<file path="config.mk">
export PLATFORM = sky130hd
export DESIGN_NAME = data_sram_bridge
export DESIGN_NICKNAME = d
export VERILOG_FILES = /design/src/rtl/data_sram_bridge_pkg.sv /design/src/rtl/data_sram_bridge.sv
export SDC_FILE = /design/constraint.sdc
export NUM_CORES = 1
export LEC_CHECK = 0
export CAP_MARGIN = 20
export CORE_ASPECT_RATIO = 1.1
export CORE_MARGIN = 2
export CORE_UTILIZATION = 32
export CTS_BUF_LIST = sky130_fd_sc_hd__clkbuf_4
export DETAILED_ROUTE_END_ITERATION = 6
export MAX_ROUTING_LAYER = met4
export PLACE_DENSITY = 0.84
export SLEW_MARGIN = 20
export SYNTH_ARGS = -nofsm -noshare
export SYNTH_HDL_FRONTEND = slang
export SYNTH_SLANG_ARGS = --single-unit
</file>
<file path="constraint.sdc">
create_clock -name clk -period 1.7 [get_ports clk]
set_input_delay 0.34 -clock clk [delete_from_list [all_inputs] [get_ports clk]]
set_output_delay 0.34 -clock clk [all_outputs]
set_load 0.02 [all_outputs]
</file>
<file path="src/rtl/data_sram_bridge_pkg.sv">
// data_sram_bridge_pkg: state encodings, size codes and the lane-select size encoder.
package data_sram_bridge_pkg;
    localparam int REG_WIDTH = 32;
    localparam int DATA_SIZE_WIDTH = 2;

    typedef enum logic [2:0] {
        DRAM_IDLE = 3'd0,
        DRAM_ADDR = 3'd1,
        DRAM_DATA = 3'd2,
        DRAM_DONE = 3'd3,
        DRAM_DROP = 3'd4
    } dram_state_t;

    localparam logic [DATA_SIZE_WIDTH-1:0] DSIZE_B = 2'd0;
    localparam logic [DATA_SIZE_WIDTH-1:0] DSIZE_H = 2'd1;
    localparam logic [DATA_SIZE_WIDTH-1:0] DSIZE_W = 2'd2;

    function automatic logic [DATA_SIZE_WIDTH-1:0] size_of(input logic [3:0] sel);
        logic one_hot;
        one_hot = (sel != 4'b0) && ((sel & (sel - 4'd1)) == 4'b0);
        return (sel == 4'b1111) ? DSIZE_W :
               (sel == 4'b1100 || sel == 4'b0011) ? DSIZE_H :
               one_hot ? DSIZE_B : DSIZE_W;
    endfunction
endpackage

</file>
<file path="src/rtl/data_sram_bridge.sv">
// data_sram_bridge: runs one memory-stage RAM request as an SRAM-like bus transaction
// (address + data handshake) and pauses the pipeline until the access completes.
module data_sram_bridge
    import data_sram_bridge_pkg::*;
(
    input  logic                       clk,
    input  logic                       rst,
    input  logic                       ram_en_i,
    input  logic                       mem_write_en_i,
    input  logic [REG_WIDTH-1:0]       mem_addr_i,
    input  logic [REG_WIDTH-1:0]       store_data_i,
    input  logic [3:0]                 mem_select_i,
    input  logic                       excp_i,
    input  logic                       flush_i,
    input  logic                       stall_i,
    output logic [REG_WIDTH-1:0]       ram_data_o,
    output logic                       pause_dram_o,
    output logic                       data_req_o,
    output logic                       data_wr_o,
    output logic [DATA_SIZE_WIDTH-1:0] data_size_o,
    output logic [3:0]                 data_wstrb_o,
    output logic [REG_WIDTH-1:0]       data_addr_o,
    output logic [REG_WIDTH-1:0]       data_wdata_o,
    input  logic                       data_addr_ok_i,
    input  logic                       data_data_ok_i,
    input  logic [REG_WIDTH-1:0]       data_rdata_i
);
    dram_state_t          state, next;
    logic                 cancel;
    logic [REG_WIDTH-1:0] rbuf;
    logic                 issue, cancelled;

    // ram_en_i is ignored while reset is asserted so nothing reaches the bus
    assign issue     = rst & ram_en_i & ~excp_i & ~flush_i;
    assign cancelled = cancel | flush_i;

    always_ff @(posedge clk) begin
        if (!rst) begin
            state  <= DRAM_IDLE;
            cancel <= 1'b0;
            rbuf   <= '0;
        end else begin
            state  <= next;
            cancel <= (next == DRAM_IDLE) ? 1'b0 :
                      ((state == DRAM_ADDR || state == DRAM_DATA) && flush_i) ? 1'b1 : cancel;
            if (state == DRAM_DATA && data_data_ok_i)
                rbuf <= mem_write_en_i ? '0 : data_rdata_i;
        end
    end

    always_comb begin
        next = state;
        case (state)
            DRAM_IDLE: next = issue ? (data_addr_ok_i ? DRAM_DATA : DRAM_ADDR) : DRAM_IDLE;
            DRAM_ADDR: next = data_addr_ok_i ? DRAM_DATA : DRAM_ADDR;
            DRAM_DATA: next = cancelled ? (data_data_ok_i ? DRAM_IDLE : DRAM_DROP)
                                        : (data_data_ok_i ? DRAM_DONE : DRAM_DATA);
            DRAM_DONE: next = (~stall_i | flush_i) ? DRAM_IDLE : DRAM_DONE;
            DRAM_DROP: next = data_data_ok_i ? DRAM_IDLE : DRAM_DROP;
            default:   next = DRAM_IDLE;
        endcase
    end

    always_comb begin
        data_req_o   = rst & ((state == DRAM_IDLE && issue) || state == DRAM_ADDR);
        pause_dram_o = rst & ((state == DRAM_IDLE && issue) ||
                       ((state == DRAM_ADDR || state == DRAM_DATA) && !cancelled) ||
                       (state == DRAM_DROP && ram_en_i));
        ram_data_o   = (state == DRAM_DONE) ? rbuf : '0;
        data_wr_o    = mem_write_en_i;
        data_addr_o  = mem_addr_i;
        data_wdata_o = store_data_i;
        data_wstrb_o = mem_write_en_i ? mem_select_i : 4'b0;
        data_size_o  = size_of(mem_select_i);
    end
endmodule

</file>
==> reports/results.tsv, run 1 <==
stage	metric	value	unit
status	status	finished with violations	
status	violations	negative setup slack	
timing	worstMarginPinSlew	0.235	ns
timing	setup_ws	-0.127	ns
finish	syn_to_final_growth	29.6	%
finish	final_common_cell	clkdlybuf4s50_1	
grt	grt_max_degree	24	
grt	overflow	0	
clocking	clk_path_buf_depth	2	
logic_synthesis	synth_cells	294	
grt	grt_util_all_layers	14.8	%
clocking	clock_latency	0.33	ns
logic_synthesis	ys_seq_area_share	31.4	%
logic_synthesis	synth-seq-cells	36	
clocking	root_buffer	clkbuf_4	
setup_path	cp_max_fo	5	
power	p_leak	1.27	nW
clocking	cts_sinks	36	
timing	finalWorstPathRequiredPeriod	1.83	ns
clocking	cts_buffers	5	
finish	regArea	724	um^2
timing	final_hold_viol_count	0	
timing	hold_ws	0.454	ns
drt	dr.pass1.iters	4	
finish	antennaDiodeCount	0	
logic_synthesis	syn-num-nets	403	
timing	fin_skew	0.0130	ns
worst_hold_path	hold_class	register to register	
logic_synthesis	yosysUniqueCellTypes	27	
floorplan	ios	214	
drt	routedWlPerCell	14.3	um
setup_path	required	1.36	ns
drt	ant_nets	0	
timing	fin_crit_sh	107	%
grt	grt_pass1_wl	9280	um
floorplan	core	6970	um^2
setup_path	crit_path_start_kind	register	
floorplan	start_util	32.9	%
timing	rsz0062_at_grt	yes	
timing	max_slew_margin	84.2	%
floorplan	fp.dieH	92.8	um
logic_synthesis	synth_area	2290	um^2
drt	routed_wl	5930	um
clocking	cts_hold_buf	0	
placement	place.gp.congestion	0.809	
power	ir_worst_vdd	0.000321	V
drt	drt_iter0_markers	54	
finish	fillCellCount	726	
logic_synthesis	yosys_warnings	0	
finish	nets	438	
floorplan	dieArea	7860	um^2
timing	fmax	547	MHz
placement	post-place-ws	-0.573	ns
setup_path	arrival	1.49	ns
finish	multi_input_area	1050	um^2
drt	drc_errors	0	
placement	portBuffers	85	
clocking	cts_tree	built	
flow_run	drv_cap	0	
grt	grt_pass1_vias	1937	
clocking	ctsHtreeMaxLevel	2	
timing	final.setup.tns	-1.59	ns
grt	antenna_found_initial	0	
floorplan	num_rows	32	
clocking	path_clk_slew	0.12	ns
finish	final_cell_mix	clkdlybuf4s50_1, nand2_1, a21oi_1	
power	fin_total_pwr	0.00172	W
power	power-per-cell-area	578	nW/um^2
drt	num_vias	2023	
timing	setup_viol	26	
setup_path	path_class	register to primary output	
logic_synthesis	avgSynthCellArea	7.80	um^2
floorplan	die_width	84.7	um
setup_path	critPathCaptureType	primary output	
drt	viasPerCell	4.87	
placement	place_hpwl	4190	um
finish	drive_gt1_share	29.7	%
timing	drv_slew	0	
==> Yosys cell counts, drive strengths merged <==
cell     number  area [um^2]
nor4bb        1         10.0
clkbuf       13         48.8
or2b          1         7.51
nand3b       33          248
a2bb2oi       1         8.76
and3         32          200
nor2b         1         6.26
xnor2         2         17.5
nand2        37          139
dfxtp        36          721
a32oi         1         8.76
nand3         2         10.0
nand2b        2         15.0
nor2         12         45.0
a21oi        35          175
inv           2         7.51
and2          4         25.0
and2b         1         7.51
o211ai        1         7.51
a311oi        1         8.76
o21ai         3         15.0
buf          72          542
nor3b         1         18.8
==> critical path, stage by stage (launching register included) <==
cell and delay, ns:
dfxtp_2 0.34, and2b_2 0.25, buf_6 0.14, buf_6 0.11, and3_4 0.18, buf_6 0.13
==> per-stage QoR <==
stage          cell area, um^2  utilization, %  cells
6_report                  2970            42.6    415
5_1_grt                   2970            42.6    415
4_1_cts                   2850            40.9    413
3_5_place_dp              2820            40.4    400
3_3_place_gp              2820            40.4    400
2_1_floorplan             2290               -    294
==> registers in the layout, summed over array words and instances (netlist names) <==
name,flops
state,3
cancel,1
rbuf,32
==> power by group <==
group          internal [W]  leakage (nW)  switching (W)
Combinational      0.000155         0.938       0.000104
Clock              0.000307        0.0412       0.000300
Sequential         0.000848         0.292     0.00000282
==> routing by layer <==
metal,wire (um),vias up,share of wire [%],global-route usage [%]
met4,269,0,4.5,8.73
li1,-,985,-,-
met3,456,38,7.7,4.46
met5,0,-,0,-
met2,2820,72,48,23.6
met1,2380,928,40,16.4
==> path summary, 6_finish.rpt <==
path / cells past startpoint / startpoint / to / slack (ns)
worst max-delay path: 5 / state[2]$_SDFF_PN0_ / ram_data_o[6] / -0.13
worst min register to register: 2 / rbuf[24]$_SDFFE_PN0P_ / rbuf[24]$_SDFFE_PN0P_ / 0.45
worst min-delay path: 2 / rbuf[24]$_SDFFE_PN0P_ / rbuf[24]$_SDFFE_PN0P_ / 0.45
worst max register to register: 8 / state[2]$_SDFF_PN0_ / rbuf[22]$_SDFFE_PN0P_ / 0.14
==> area by class of cell <==
type / instances / area share [%]
Tap cell: 85 / 3.58
Clock inverter: 3 / 1.43
Clock buffer: 5 / 1.26
Sequential cell: 36 / 24.4
Inverter: 2 / 0.253
Multi-Input combinational cell: 171 / 35.5
Timing Repair Buffer: 113 / 33.6
==> repair_timing <==
item                                    in CTS  in global routing
cloned                                       1                  0
setup buffers                                4                  3
resized for setup                          199                 31
endpoints found under the setup margin      41                 35
hold endpoints to repair                     0                  0
pin swaps                                    7                  8
==> kinds of logic (layout without fill, tap and decap cells) <==
logic type | count (synthesis) | count (layout) | share of synthesized area [%]
flops | 36 | 36 | 31.4
simple gates | 127 | 127 | 31.9
compound gates | 42 | 42 | 9.77
xor+xnor | 2 | 2 | 0.764
buf+inv | 87 | 123 | 26.1
Note: power is estimated with default switching activity, not from simulation.
==> run 2, diff against run 1 <==
--- a/config.mk
+++ b/config.mk
@@ -10,6 +10,7 @@
 export CORE_MARGIN = 2
 export CORE_UTILIZATION = 32
 export CTS_BUF_LIST = sky130_fd_sc_hd__clkbuf_4
+export CTS_CLUSTER_DIAMETER = 50
 export DETAILED_ROUTE_END_ITERATION = 6
 export MAX_ROUTING_LAYER = met4
 export PLACE_DENSITY = 0.84
==> results of run 2 <==
Final layout, timing and power as in run 1 (identical DEF).
==> run 3, diff against run 2 <==
--- a/config.mk
+++ b/config.mk
@@ -13,7 +13,8 @@
 export CTS_CLUSTER_DIAMETER = 50
 export DETAILED_ROUTE_END_ITERATION = 6
 export MAX_ROUTING_LAYER = met4
-export PLACE_DENSITY = 0.84
+export PLACE_DENSITY = 0.81
+export RECOVER_POWER = 25
 export SLEW_MARGIN = 20
 export SYNTH_ARGS = -nofsm -noshare
 export SYNTH_HDL_FRONTEND = slang
==> run 3 against run 2 <==
  * The flow still finishes with violations (negative setup slack)
  * Sequential power barely moved
  * Clock power barely moved
  * Combinational power fell by 3%
  * Power fell by 0.50%
  * Sequential share of layout area rose by 0.14 points
  * Routed wire length rose by 3.6%
  * Critical path depth fell by 1
  * Global-route usage rose by 0.48 points
  * Die area did not move
  * Critical path type unchanged
  * Critical endpoint is now ram_data_o[7]
  * Largest cell class unchanged
  * Largest power group unchanged
==> reports/results.tsv, run 3 (synthesis gave the netlist of run 1 again) <==
stage	metric	value	unit	change
clocking	cts_tree	built		
worst_hold_path	hold_class	register to register		
setup_path	path_class	register to primary output		
worst_hold_path	whs_path_depth	2		unchanged
timing	final_hold_viol_count	0		unchanged
floorplan	core	6970	um^2	unchanged
drt	num_vias	2039		+0.79%
drt	ant_nets	0		unchanged
finish	antennaDiodeCount	0		unchanged
finish	drive_gt1_share	30.1	%	+0.36 points
power	pwr-share-comb	14.6	%	-0.5 points
clocking	root_buffer	clkbuf_4		
floorplan	fp.dieH	92.8	um	unchanged
timing	hold_ws	0.452	ns	-0.00164 ns
setup_path	crit_path_start_kind	register		
power	power-per-cell-area	574	nW/um^2	-0.62%
finish	regArea	729	um^2	+0.69%
placement	portBuffers	85		unchanged
drt	wl_met3	491	um	+7.7%
finish	syn_to_final_growth	29.7	%	
clocking	cts_buffers	5		unchanged
status	violations	negative setup slack		
flow_run	drv_cap	0		unchanged
grt	overflow	0		unchanged
status	status	finished with violations		
finish	final_common_cell	clkdlybuf4s50_1		
timing	drv_slew	0		unchanged
grt	antenna_found_initial	0		unchanged
floorplan	ios	214		unchanged
power	p_switching	0.000392	W	-3.5%
drt	routedWlPerCell	14.9	um	+4.6%
drt	drt_iter0_markers	57		+5.6%
floorplan	dieArea	7860	um^2	unchanged
timing	rsz0062_at_grt	yes		
clocking	ctsHtreeMaxLevel	2		unchanged
drt	drc_errors	0		unchanged
finish	top_register	rbuf		
drt	met1Wirelength	2330	um	-1.9%
power	p_leak	1.21	nW	-4.6%
power	power.share.clock	35.7	%	+0.3 points
setup_path	required	1.36	ns	about the same
power	fin_total_pwr	0.00171	W	-0.50%
setup_path	arrival	1.45	ns	-0.04 ns
drt	routed-wl-met2	3010	um	+6.6%
floorplan	start_util	32.9	%	unchanged
grt	grt_pass1_vias	2049		+5.8%
drt	dr.max_layer_used	met4		
floorplan	num_rows	32		unchanged
placement	place_hpwl	4340	um	+3.6%
setup_path	path_cells	and2b_2 > buf_6 > and3_1 > buf_2		
grt	grt_pass1_wl	9560	um	+3.0%
timing	fin_skew	0.0155	ns	+0.00252 ns
setup_path	cp_max_fo	14		+9
finish	largest_reg_flops	32		unchanged
power	sw_frac_of_total	23.0	%	-0.72 points
clocking	cts_sinks	36		unchanged
grt	grt_max_degree	27		+13%
grt	grt_util_all_layers	15.3	%	+0.48 points
placement	place.gp.congestion	0.864		+6.9%
finish	final_cell_mix	clkdlybuf4s50_1, nand2_1, a21oi_1		
clocking	clock_latency	0.34	ns	about the same
power	intPower	0.00132	W	+0.44%
setup_path	reg2regPathDepth	7		-1
timing	setup_ws	-0.0863	ns	+0.0404 ns
floorplan	die_width	84.7	um	unchanged
drt	dr.pass1.iters	5		+1
drt	routed_wl	6140	um	+3.6%
finish	nets	434		-0.91%
timing	worstMarginPinSlew	0.295	ns	+0.0597 ns
finish	fillCellCount	719		-0.96%
power	ir_worst_vdd	0.000295	V	-8.3%
placement	post-place-ws	-0.546	ns	+0.0268 ns
finish	top_regs	rbuf x32, state x3, cancel x1		
setup_path	critPathCaptureType	primary output		
clocking	cts_hold_buf	0		unchanged
clocking	clk_path_buf_depth	2		unchanged
finish	fin_util	42.7	%	+0.054 points
timing	fmax	560	MHz	+2.3%
timing	max_slew_margin	80.3	%	-3.9 points
setup_path	max_stage_delay	0.34	ns	about the same
worst_hold_path	hold_end	rbuf[5]$_SDFFE_PN0P_		
setup_path	r2r_start	state[1]$_SDFF_PN0_		
setup_path	cp_slowest_cell	dfxtp_2		
worst_hold_path	min_from	rbuf[5]$_SDFFE_PN0P_		
drt	viasPerCell	4.96		+1.8%
clocking	path_clk_slew	0.12	ns	about the same
timing	setup_viol	32		+23%
setup_path	regToRegEndpoint	rbuf[14]$_SDFFE_PN0P_		
power	power_frac_seq	49.7	%	about the same
setup_path	r2r_setup_slack	0.18	ns	+0.04 ns
finish	multi_input_area	1080	um^2	+2.6%
timing	finalWorstPathRequiredPeriod	1.79	ns	-0.0404 ns
timing	fin_crit_sh	105	%	-2.4 points
run 3: layer usage:
layer | track usage [%] | vias up
li1 | - | 981
met1 | 15.0 | 924
met2 | 27.1 | 91
met3 | 4.37 | 43
met4 | 8.33 | 0
met5 | - | -
run 3: power by group through the flow:
stage,Clock [W],Combinational (W),Sequential [W]
2_1_floorplan,0,0.000307,0.000870
3_3_place_gp,0,0.000248,0.000870
3_5_place_dp,0,0.000251,0.000870
4_1_cts,0.000638,0.000246,0.000850
5_1_grt,0.000667,0.000268,0.000849
6_report,0.000610,0.000250,0.000848
run 3: area by class of cell:
cell class,count,share of cell area [%]
Inverter,2,0.252
Clock buffer,6,1.51
Multi-Input combinational cell,171,36.4
Tap cell,85,3.58
Sequential cell,36,24.5
Timing Repair Buffer,109,32.6
Clock inverter,2,1.18
run 3: worst max path at each step:
stage | from | endpoint | slack, ns
floorplan | state[1]$_SDFF_PN0_ | ram_data_o[10] | 0.25
global placement | rst | data_req_o | -0.53
detailed placement | rst | data_req_o | -0.55
CTS | state[2]$_SDFF_PN0_ | ram_data_o[7] | -0.21
global route | state[2]$_SDFF_PN0_ | ram_data_o[7] | -0.14
finish | state[2]$_SDFF_PN0_ | ram_data_o[7] | -0.09
run 3: metrics by stage:
| step | std cells | TNS, ns | instance area (um^2) |
|---|---|---|---|
| 3_3_place_gp | 399 | -9.33 | 2810 |
| 3_5_place_dp | 399 | -9.97 | 2810 |
| 5_1_grt | 411 | -3.76 | 2970 |
| 4_1_cts | 407 | -3.49 | 2940 |
| 2_1_floorplan | 294 | 0 | 2290 |
| 6_report | 411 | -1.67 | 2970 |
run 3: what timing repair did:
action | in CTS | in global routing
gates resized for setup | 187 | 48
gates cloned | 0 | 1
endpoints found under the setup margin | 41 | 39
hold endpoints to repair | 0 | 0
buffers inserted | 0 | 3
pin swaps | 3 | 7
run 3: worst max-delay path: cells and delay by family (launching register included):
kind	cells	cell delay, ns
buffers and inverters	2	0.32
DFF	1	0.34
and+or+nand+nor	2	0.44
